==> src/rtl/usb_crc5_serial.sv <==
// usb_crc5_serial: serial USB token CRC5 generator with ready/done handshake
module usb_crc5_serial #(
  parameter logic [4:0] POLY = 5'b00101,
  parameter logic [4:0] INIT = 5'b11111
) (
  input  logic clk,
  input  logic rst_n,
  input  logic crc5_start,
  input  logic s_in,
  output logic crc5_out,
  output logic crc5_ready,
  output logic crc5_done
);
  typedef enum logic [1:0] {IDLE, CALC, SEND, DONE} state_t;
  state_t state;
  logic [4:0] rem;
  logic [4:0] sh;
  logic [2:0] cnt;
  logic fb;
  assign fb = rem[4] ^ s_in;
  always_ff @(posedge clk) begin
    if (rst_n) begin
      state      <= IDLE;
      rem        <= INIT;
      sh         <= '0;
      cnt        <= '0;
      crc5_out   <= 1'b0;
      crc5_ready <= 1'b0;
      crc5_done  <= 1'b0;
    end else begin
      case (state)
        IDLE: begin
          crc5_out   <= 1'b0;
          crc5_ready <= 1'b0;
          crc5_done  <= 1'b0;
          if (crc5_start) begin
            rem   <= INIT;
            state <= CALC;
          end
        end
        CALC: begin
          if (crc5_start) begin
            rem <= {rem[3:0], 1'b0} ^ (fb ? POLY : 5'b0);
          end else begin
            // MSB goes out immediately; the shifter holds the remaining four bits
            crc5_out   <= ~rem[4];
            sh         <= {~rem[3:0], 1'b0};
            crc5_ready <= 1'b1;
            cnt        <= '0;
            state      <= SEND;
          end
        end
        SEND: begin
          if (cnt == 3'd4) begin
            crc5_out   <= 1'b0;
            crc5_ready <= 1'b0;
            crc5_done  <= 1'b1;
            state      <= DONE;
          end else begin
            crc5_out <= sh[4];
            sh       <= {sh[3:0], 1'b0};
            cnt      <= cnt + 3'd1;
          end
        end
        DONE: begin
          crc5_done <= 1'b0;
          state     <= IDLE;
        end
        default: state <= IDLE;
      endcase
    end
  end
endmodule

==> config.mk <==
export PLATFORM = sky130hd
export DESIGN_NAME = usb_crc5_serial
export DESIGN_NICKNAME = d
export VERILOG_FILES = /design/src/rtl/usb_crc5_serial.sv
export SDC_FILE = /design/constraint.sdc
export NUM_CORES = 1
export LEC_CHECK = 0
export ABC_AREA = 0
export CAP_MARGIN = 20
export CORE_MARGIN = 2
export CORE_UTILIZATION = 45
export CTS_BUF_LIST = sky130_fd_sc_hd__clkbuf_8
export CTS_CLUSTER_DIAMETER = 40
export DETAILED_ROUTE_END_ITERATION = 12
export PLACE_DENSITY_LB_ADDON = 0.12
export SLEW_MARGIN = 30
export SYNTH_ARGS = -nofsm -noshare
export SYNTH_HDL_FRONTEND = slang
export SYNTH_SLANG_ARGS = --single-unit
==> constraint.sdc <==
create_clock -name clk -period 2.05 [get_ports clk]
set_input_delay 0.41 -clock clk [delete_from_list [all_inputs] [get_ports clk]]
set_output_delay 0.41 -clock clk [all_outputs]
set_load 0.005 [all_outputs]
Yosys cells after proc, flatten, opt, wreduce, memory -nomap -nowiden
Cells that the tools add are included.
Operators by class
  reductions and logical operators: 12
  multiplexer cells: 22
  bitwise operators: 4
  eq/ne operators: 9
  add/subtract/negate cells: 1
Operators with widths (number)
  $mux 5: 4
  $pmux 5 s2: 2
  $reduce_and 3->1: 4
  $ne 2x2->1 const B: 5
  $mux 3: 3
  $pmux 2 s4: 1
  $mux 2: 3
  $pmux 1 s3: 2
  $pmux 3 s2: 1
  $reduce_bool 2->1: 3
  $mux 1: 5
  $xor 5x3->5: 1
  $eq 2x2->1 const B: 2
  $not 4->4: 1
  $reduce_and 2->1: 2
  $add 3x1->3 const B: 1
  $eq 3x3->1 const B: 1
  $reduce_bool 3->1: 1
  $eq 2x1->1 const B: 1
  $logic_not 2->1: 1
  $pmux 1 s2: 1
  $reduce_or 2->1: 1
  $not 1->1: 1
  $xor 1x1->1: 1
Word-level totals
  input port bits: 4
  word-level logic and storage cells: 55
  bits in registers: 18
  output and inout port bits: 3

Longest topological paths before layout
  depth in word-level cells: 5
  depth in mapped cells: 7
  gate-level depth less buffers: 6

Least setup slack after synthesis
OpenSTA, ideal clock, no wires.
  path kind: flip-flop to flip-flop
  start point: register state[0]
  end point: register crc5_out
  data arrival time: 1357 ps
  setup slack: 623 ps
  required time: 1979 ps
  cell stages (with the launch flop): 7
  clock period less this slack: 1427 ps
  setup time: 71 ps
  cell sequence: dfxtp_1 inv_1 ha_1 a21boi_2 a21oi_1 or3b_1 a21oi_1
On the way
  cells in the longest elaborated chain, start to end: 3
RTL lines
  start: declaration: line 15  | state_t state;
  start signal: assignment: line 23  | state <= IDLE;
  start signal: assignment: line 38  | state <= CALC;
  start signal: assignment: line 50  | state <= SEND;
  $eq 2x1->1, or another cell as far along: line 31  | case (state)
  $ne 2x2->1 (no line) / $reduce_bool 3->1 (equally long branches)
  $reduce_and 2->1 (no line)
  end signal: assignment: line 46  | crc5_out <= ~rem[4];
  end signal: assignment: line 60  | crc5_out <= sh[4];
  end: declaration: line 10  | output logic crc5_out,
Several ways; a longest one is shown, not always the timed one.
A chain may end at the register's enable or synchronous reset.

Worst setup path in the final report
  start point: register state[1]
  end point: register crc5_out
The elaborated chain is that of the path after synthesis.

==> impl_metrics.csv <==
group,metric,value,unit
floorplanning,ios,7,
global_route,grt_usage,0.180,
floorplanning,chipHeight,47.8,microns
pwr,power_density,1070,nW/um^2
placement,gp_congestion,0.792,
clock_tree,cts_buffer_depth,2,
worst_setup_path,crit_arrival,1.90,ns
pwr,peakVddDrop,0.478,mV
clock_tree,cts_tree,"done",
status,status,"complete, no violations",
floorplanning,die_area,2290,sq um
yosys,syn-cell-area,865,sq um
final_layout,areaGrowthSynthToFinish,16.4,%
yosys,synth_compound_gate_area_share,0.182,
sta,slew_headroom,0.695,
sta,slew_violations,0,
final_layout,drive_gt1_frac,0.0714,
worst_setup_path,r2r_cells,6,
pwr,p_leak,0.406,nW
clock_tree,h-tree-depth,1,
worst_setup_path,endpoint_kind,"flip-flop",
sta,hold_viol,0,
yosys,ys_seq_area_frac,0.394,
yosys,synth.net_count,114,
global_route,grt_use_met1,0.251,
global_route,use_met2,0.237,
worst_setup_path,r2r-start,"state[1]",
final_layout,nNetsFinal,124,
worst_setup_path,crit_path_start_kind,"flip-flop",
worst_setup_path,worst-setup-path-type,"reg -> reg",
sta,timing.fmax,586,MHz
floorplanning,die_w,47.8,microns
sta,timing.final.crit_share,0.832,
sta,clock_skew,0.00129,ns
worst_setup_path,crit_path_frequent_cell,"a21oi_1",
worst_setup_path,r2r_setup_slack,0.34,ns
worst_setup_path,cp_top_family,"simple AND/OR/NAND/NOR gates",
hold_path,hold-path-endpoint,"sh[2]",
run,drv_cap,0,
yosys,synth.area.top_cells,"dfxtp_1 39%, ha_1 10%, nand2_1 6.1%",
yosys,yosys_register_bits,17,
global_route,grt_pass1_vias,599,
hold_path,hold_depth,2,
clock_tree,post_cts_buffers,0,
yosys,netlist_instances,103,
yosys,yosys_warnings,0,
floorplanning,core_area,1760,sq um
yosys,synthMuxAreaShare,0.0232,
sta,finalCriticalPeriod,1.71,ns
floorplanning,start_util,0.490,
routing,final_antenna_net_count,0,
clock_tree,ctsRootBufferMaster,"clkbuf_8",
routing,via_count,681,
sta,tightest_slew,0.458,ns
floorplanning,row_count,15,
routing,drtIter0Drc,11,
routing,finalWirelength,1640,microns
routing,viasPerCell,4.97,
yosys,synth_fa_ha_area_frac,0.101,
global_route,grt_remaining_overflow,0,
pwr,total_power,1.08,mW
global_route,antenna_found_initial,0,
final_layout,diodes,0,
clock_tree,clk_pin_slew,0.07,ns
yosys,syn_avg_cell_area,8.39,sq um
worst_setup_path,cp_max_fo,14,
sta,finalSetupViolCount,0,
yosys,synthDistinctLibCells,26,
clock_tree,ctsResizeCount,0,
yosys,yosysTopAreaCellShare,0.394,
clock_tree,cts_buffers,3,
yosys,synthSimpleGateAreaFrac,0.213,
placement,port_buffers,6,
worst_setup_path,max_stage_delay,0.45,ns
final_layout,fin_util,0.570,
global_route,grt_pass1_wl,2710,microns
global_route,grt_busiest_layer,"met1",
sta,tns,0,ns
hold_path,min-delay-start,"sh[2]",
sta,rsz0062_at_grt,"false",
clock_tree,clk_latency,0.25,ns
global_route,grt.met3_usage,0.0453,
worst_setup_path,r2r_end,"crc5_out",
routing,first_pass_iters,4,
worst_setup_path,slowest_stage,"ha_1",
worst_setup_path,crit_path_cell_trace,"inv_1 > ha_1 > nor2b_1 > a21oi_1 > or3b_1 > a21oi_1",
yosys,synth_top_family_by_area,"simple AND/OR/NAND/NOR gates",
placement,dp_hpwl,1180,microns
yosys,synth_area_leader_cell,"dfxtp_1",
routing,wl_per_cell,12.0,microns
worst_setup_path,crit_buf_inv,1,
clock_tree,hold_buffers,0,
clock_tree,cts.sinks,17,
yosys,synthXorXnorAreaFrac,0.0405,
worst_setup_path,required,2.24,ns
global_route,grt_max_degree,15,
hold_path,hold_path.class,"reg -> reg",
routing,route.detailed.drc,0,
stage by stage:
stage	worst slack (ns)	std cells	hold slack, ns	instance area, sq um
6_report	0.344	137	0.454	1010
5_1_grt	0.168	137	0.485	1010
3_3_place_gp	0.301	133	0.441	961
4_1_cts	0.325	137	0.457	1010
2_1_floorplan	0.623	103	0.432	865
3_5_place_dp	0.287	133	0.448	961
synth_stat cells:
master	number
a21o_1	2
mux2i_1	2
dfxtp_1	17
a21boi_2	1
a32oi_1	1
nor2_1	8
nand3b_1	3
a21oi_1	8
or3b_1	1
buf_2	2
o211a_1	1
ha_1	7
nand2b_1	5
inv_1	6
o21ai_0	8
a31oi_1	1
or2_2	1
o2111a_1	1
nor2b_1	2
clkbuf_1	2
xnor2_1	3
o21bai_1	1
nand2_1	14
o211ai_1	1
xor2_1	1
nand3_1	4
final cells by class:
class                           count  area, sq um
Multi-Input combinational cell     76          484
Fill cell                         180          758
Tap cell                           25         31.3
Sequential cell                    17          340
Inverter                            6         22.5
Clock buffer                        3         41.3
Clock inverter                      1         3.75
Timing Repair Buffer                9         82.6
how the worst max path moves through the flow:
stage / start / end / slack, ns / cells past startpoint
6_report: state[1] / crc5_out / 0.34 / 6
5_1_grt: state[1] / crc5_out / 0.17 / 6
4_1_cts: state[1] / crc5_out / 0.32 / 6
3_5_place_dp: crc5_start / rem[2] / 0.29 / 6
3_3_place_gp: crc5_start / rem[2] / 0.30 / 6
2_1_floorplan: state[0] / crc5_out / 0.62 / 6
power by group:
group          total (mW)  internal [mW]  switching [mW]
logic               0.423          0.181           0.242
registers           0.407          0.370          0.0365
clock network       0.249          0.133           0.116
total                1.08          0.685           0.394
per-layer routing:
metal  vias up  part of all wire  routed length (microns)
li1        363                 -                        -
met1       305              0.54                      880
met2         8              0.41                      666
met3         5             0.024                       40
met4         0             0.032                       53
met5         -                 0                        0
registers in the layout (all words and copies together) (netlist names):
signal and count:
crc5_done 1, rem 5, sh 4, crc5_ready 1, state 2, crc5_out 1, cnt 3
kinds of logic after synthesis:
family          after synthesis
compound gates               25
xor+xnor                      4
fa+ha+maj                     7
buf+inv                      10
flops                        17
mux                           2
simple gates                 38
worst register-to-register path: cells and delay by family, from the launching register on:
kind	cells	cell delay (ns)
compound gates	2	0.16
fa+ha+maj	1	0.45
buf+inv	1	0.12
flops	1	0.35
simple gates	2	0.56
cells in the final DEF, fill, tap and decap left out:
cell | synthesis | layout
xnor2_1 | 3 | 3
nand2b_1 | 5 | 5
mux2i_1 | 2 | 2
or3b_1 | 1 | 1
buf_4 | 0 | 3
o21bai_1 | 1 | 1
nor2b_1 | 2 | 2
nand2_1 | 14 | 14
nor2_1 | 8 | 8
nand3b_1 | 3 | 3
dfxtp_1 | 17 | 17
a21o_1 | 2 | 2
a32oi_1 | 1 | 1
o211ai_1 | 1 | 1
nand3_1 | 4 | 4
o211a_1 | 1 | 1
ha_1 | 7 | 7
a31oi_1 | 1 | 1
or2_2 | 1 | 1
clkdlybuf4s50_1 | 0 | 6
inv_1 | 6 | 7
o2111a_1 | 1 | 1
clkbuf_8 | 0 | 3
o21ai_0 | 8 | 8
a21oi_1 | 8 | 8
a21boi_2 | 1 | 1
xor2_1 | 1 | 1
No activity file was read; power rests on OpenSTA's default activity.
